$ cat src/rtl/fb_scan_arbiter.sv
// Framebuffer RAM arbiter: prefetches RGB565 scan-out pixels into a register FIFO and gives idle RAM cycles to a writer.
// Optional macro FBARB_UNDERFLOW_EN builds the sticky underflow detector; without it o_underflow is tied low.
module fb_scan_arbiter #(
    parameter int DEPTH = 4,
    parameter int AW    = 19,
    parameter int NPIX  = 307200
) (
    input  logic                     i_pixclk,
    input  logic                     i_reset,
    input  logic                     i_rd,
    input  logic                     i_newframe,
    output logic [AW-1:0]            o_ram_addr,
    output logic                     o_ram_we,
    output logic [15:0]              o_ram_wdata,
    input  logic [15:0]              i_ram_rdata,
    input  logic                     i_wr_req,
    input  logic [AW-1:0]            i_wr_addr,
    input  logic [15:0]              i_wr_data,
    output logic                     o_wr_ack,
    output logic [7:0]               o_red,
    output logic [7:0]               o_grn,
    output logic [7:0]               o_blu,
    output logic                     o_underflow,
    output logic [$clog2(DEPTH):0]   o_level
);

    localparam int PW = $clog2(DEPTH);
    localparam int LW = PW + 1;
    localparam int CW = $clog2(NPIX + 1);
    localparam logic [CW-1:0] NPIX_C  = CW'(NPIX);
    localparam logic [LW-1:0] DEPTH_C = LW'(DEPTH);

    logic [AW-1:0] fetch_addr;
    logic [CW-1:0] fetch_cnt;
    logic          rvalid;
    logic [AW-1:0] addr_q;
    logic [15:0]   wdata_q;
    logic [15:0]   mem [DEPTH];
    logic [PW-1:0] wr_ptr;
    logic [PW-1:0] rd_ptr;
    logic [LW-1:0] count;

    logic          scan_rd;
    logic          wr_grant;
    logic          push;
    logic          pop;
    logic          empty;
    logic [15:0]   head;

    // Writer handshake: i_wr_req (valid) stays high with stable addr/data until o_wr_ack (ready);
    // the write happens in exactly the cycle both are high. Scan reads always win the port.
    always_comb begin
        scan_rd  = !i_reset && !i_newframe && (fetch_cnt < NPIX_C)
                   && ((count + LW'(rvalid)) < DEPTH_C);
        wr_grant = !i_reset && !scan_rd && i_wr_req;
        push     = rvalid && !i_newframe;
        pop      = i_rd && (count != '0) && !i_newframe;
        empty    = (count == '0);
        head     = mem[rd_ptr];
    end

    always_comb begin
        o_ram_addr  = addr_q;
        o_ram_we    = 1'b0;
        o_ram_wdata = wdata_q;
        o_wr_ack    = 1'b0;
        if (scan_rd) begin
            o_ram_addr = fetch_addr;
        end else if (wr_grant) begin
            o_ram_addr  = i_wr_addr;
            o_ram_we    = 1'b1;
            o_ram_wdata = i_wr_data;
            o_wr_ack    = 1'b1;
        end
    end

    always_ff @(posedge i_pixclk) begin
        if (i_reset) begin
            fetch_addr <= '0;
            fetch_cnt  <= '0;
            rvalid     <= 1'b0;
            addr_q     <= '0;
            wdata_q    <= '0;
            wr_ptr     <= '0;
            rd_ptr     <= '0;
            count      <= '0;
        end else begin
            addr_q  <= o_ram_addr;
            wdata_q <= o_ram_wdata;
            rvalid  <= scan_rd;
            if (i_newframe) begin
                // Flush: the data for a read issued last cycle is dropped with the FIFO contents.
                fetch_addr <= '0;
                fetch_cnt  <= '0;
                wr_ptr     <= '0;
                rd_ptr     <= '0;
                count      <= '0;
            end else begin
                if (scan_rd) begin
                    fetch_addr <= fetch_addr + 1'b1;
                    fetch_cnt  <= fetch_cnt + 1'b1;
                end
                if (push) wr_ptr <= wr_ptr + 1'b1;
                if (pop)  rd_ptr <= rd_ptr + 1'b1;
                case ({push, pop})
                    2'b10:   count <= count + 1'b1;
                    2'b01:   count <= count - 1'b1;
                    default: count <= count;
                endcase
            end
        end
    end

    always_ff @(posedge i_pixclk) begin
        if (push) mem[wr_ptr] <= i_ram_rdata;
    end

    // Empty FIFO shows black; 565 fields are widened by replicating their top bits.
    always_comb begin
        o_red = 8'd0;
        o_grn = 8'd0;
        o_blu = 8'd0;
        if (!empty) begin
            o_red = {head[15:11], head[15:13]};
            o_grn = {head[10:5],  head[10:9]};
            o_blu = {head[4:0],   head[4:2]};
        end
    end

    assign o_level = count;

`ifdef FBARB_UNDERFLOW_EN
    logic armed;
    logic underflow_q;

    // Detection only starts after the first frame boundary, so power-up pops are harmless.
    always_ff @(posedge i_pixclk) begin
        if (i_reset) begin
            armed       <= 1'b0;
            underflow_q <= 1'b0;
        end else begin
            if (i_newframe) armed <= 1'b1;
            if (i_rd && empty && armed) underflow_q <= 1'b1;
        end
    end

    assign o_underflow = underflow_q;
`else
    assign o_underflow = 1'b0;
`endif

endmodule
$ cat config.mk
export PLATFORM = sky130hd
export DESIGN_NAME = fb_scan_arbiter
export DESIGN_NICKNAME = d
export VERILOG_FILES = /design/src/rtl/fb_scan_arbiter.sv
export SDC_FILE = /design/constraint.sdc
export NUM_CORES = 1
export LEC_CHECK = 0
export BUFFER_PORTS_ARGS = -buffer_cell sky130_fd_sc_hd__buf_2
export CORE_AREA = 2 2 118 120
export DETAILED_ROUTE_END_ITERATION = 12
export DIE_AREA = 0 0 120 122
export PLACE_DENSITY = 0.72
export SETUP_SLACK_MARGIN = 0.5
export SLEW_MARGIN = 20
export SYNTH_ARGS = -nofsm -noshare
export SYNTH_HDL_FRONTEND = slang
export SYNTH_SLANG_ARGS = --single-unit
$ cat constraint.sdc
create_clock -name i_pixclk -period 4.2 [get_ports i_pixclk]
set_clock_uncertainty 0.15 [all_clocks]
set_input_delay 0.21 -clock i_pixclk [delete_from_list [all_inputs] [get_ports i_pixclk]]
set_output_delay 0.21 -clock i_pixclk [all_outputs]
set_load 0.03 [all_outputs]
==> metrics.yaml <==
floorplan:
  coreArea_um2: 13500
  die_x_um: 120
  io_pins: 121
  rows: 43
  die_h_um: 122
  die_area_um2: 14600
  start_util: 0.488
detailed_routing:
  num_vias: 4612
  totalWireLength_um: 13400
  vias_per_cell: 5.22
  drc: 0
  first_pass_iters: 4
  wl_per_cell_um: 15.1
  drt-initial-drc-count: 336
  ant_nets: 0
logic_synthesis:
  synthTopCellsByArea: "edfxtp_1 (29%), dfxtp_1 (25%), mux4_2 (5.5%), xnor2_1 (4.6%), mux2i_1 (3.5%)"
  synth_area_leader_cell: "edfxtp_1"
  yosys_register_bits: 147
  yosys.cell_types.count: 43
  synth-edff-count: 64
  syn_inst: 558
  synth_area_um2: 6600
  syn_area_per_cell_um2: 11.8
  ys_async_sr_fraction: 0
  ys_seq_area_frac: 0.543
  synth_warnings: 0
  yosys_most_used_dff: "dfxtp_1"
  synth.net_count: 622
  synth_top_area_frac: 0.291
critical_path:
  cpMaxStageDelayCell: "buf_4"
  required_ns: 3.84
  critPathTopFamily: "buffers and inverters"
  path_cells: "nand3_2 -> mux2i_4 -> buf_4 -> nor3_1 -> nor2b_1 -> buf_2"
  critical_path.endpoint_type: "output port"
  cp_data_arrival_time_ns: 2.59
  cpPeakStageDelay_ns: 0.50
  critPathBufInv: 2
  startpoint_type: "register"
  critPathMaxFanout: 48
  path_class: "reg -> out"
sta:
  hold_viol: 0
  finalWorstPathRequiredPeriod_ns: 2.95
  worst_hold_slack_ns: 0.0569
  setup_viol: 0
  tns_ns: 0
  rsz0062_at_grt: "false"
  slew_viol_final: 0
  period_share: 0.704
  worst_slew_pin_slew_ns: 0.862
  fmax_ghz: 0.338
  max_slew_margin: 0.425
placement:
  placed_cell_area_um2: 7210
  place_congestion: 0.768
  io_buffer_count: 119
  dpl.hpwl_um: 8460
  numPlacedInstances: 820
layout:
  drive_above_1_share: 0.281
  num_antenna_cells: 0
  finish.instance_area_um2: 8120
  nFillCells: 1077
  syn_to_final_growth_pct: 23.2
  nNetsFinal: 755
  layout_commonest_cell: "buf_2"
  final_cells: 884
  layout_common_cells: "buf_2 (119), dfxtp_1 (82), edfxtp_1 (64)"
power:
  p_total_uw: 3300
  powerDensity_nw_per_um2: 406
  p_leak_uw: 0.00312
  ir_drop_uv: 286
global_route:
  antenna_found_initial: 0
  grt_pass1_wl_um: 21800
  grt_pass1_vias: 4554
  grt_usage: 0.192
  grt_max_degree: 70
  grt-ovfl-total: 0
cts:
  cts_tree: "done"
  clock_latency_ns: 0.42
  clockBufferDepth: 2
  numCtsBuffers: 17
  cts.sinks: 147
  clock-root-buffer: "clkbuf_16"
  ctsResizeCount: 0
  path_clk_slew_ns: 0.06
  cts_max_level: 4
outcome:
  status: "complete, no violations"
job:
  cap_violations: 0
worst_hold_path:
  hp-class: "in -> reg"
cells by family after synthesis:
logic type               share of synthesized area
adder cells (fa/ha/maj)                     0.0163
other                                     0.000569
AND/OR/NAND/NOR                              0.193
AO/OA/AOI/OAI                               0.0271
XOR/XNOR                                    0.0505
buffers and inverters                       0.0438
multiplexers                                 0.125
flip-flops                                   0.543
metrics by stage:
step | setup slack, ns | util
4_1_cts | 1.27 | 0.601
3_5_place_dp | 1.58 | 0.534
2_1_floorplan | 1.62 | -
5_1_grt | 1.08 | 0.602
6_report | 1.25 | 0.602
3_3_place_gp | 1.64 | 0.534
Yosys cell counts, drive strengths merged (3+ instances only):
master  instances
inv            12
o21ai          21
nand2          18
mux2i          24
nor3b          22
mux2           16
nor4           19
nor2b          35
nor3           29
xnor2          35
ha              7
and2           20
mux4           16
and3            3
dfxtp          83
clkbuf         18
buf            23
edfxtp         64
a21oi           5
nand4           5
nand3          15
xor2            3
nor2           45
and4            6
per-layer routing:
layer	track usage	part of all wire	vias up
met2	0.337	0.52	122
li1	-	-	2238
met4	0.0941	0.022	0
met3	0.0375	0.042	22
met1	0.225	0.42	2230
met5	0	0	-
worst paths after layout:
kind,endpoint,depth (start not counted),slack (ns),start
hold reg to reg,fetch_addr[18],1,0.32,fetch_addr[18]
setup / recovery,o_ram_addr[18],6,1.25,rvalid
hold / removal,addr_q[3],4,0.06,i_wr_addr[3]
setup reg to reg,o_level[2],9,1.54,o_level[2]
cell type report:
type / count / area (um2) / area share
Clock buffer: 28 / 538 / 0.0662
Tap cell: 180 / 225 / 0.0277
Multi-Input combinational cell: 358 / 2740 / 0.337
Timing Repair Buffer: 155 / 946 / 0.116
Inverter: 12 / 45.0 / 0.00554
Clock inverter: 4 / 45.0 / 0.00554
Sequential cell: 147 / 3580 / 0.441
report_power, final:
| part | switching [uW] | leakage (uW) | internal [uW] | total [uW] |
|---|---|---|---|---|
| registers | 11.3 | 0.00125 | 1520 | 1530 |
| clock network | 539 | 0.000295 | 927 | 1470 |
| logic | 176 | 0.00158 | 127 | 303 |
| total | 726 | 0.00312 | 2570 | 3300 |
worst register-to-register path, cell delays in order (launching register included):
cell and delay, ns:
dfxtp_1 0.46, nor3_2 0.08, buf_4 0.20, nor3b_1 0.38
ha_1 0.26, inv_1 0.06, fa_1 0.37, xor2_1 0.16
or3_1 0.31, a21oi_1 0.14
timing repair:
| action | in CTS | in global routing |
|---|---|---|
| hold buffers | 32 | 0 |
| hold endpoints to repair | 80 | 0 |
| buffers inserted | 0 | 0 |
state kept, by name (all words and copies together), names as in the netlist, named ones only:
name,count
rd_ptr,2
mem,64
fetch_cnt,19
addr_q,19
wdata_q,16
fetch_addr,19
o_level,3
wr_ptr,2
rvalid,1
Power figures use the tool's default switching activity.
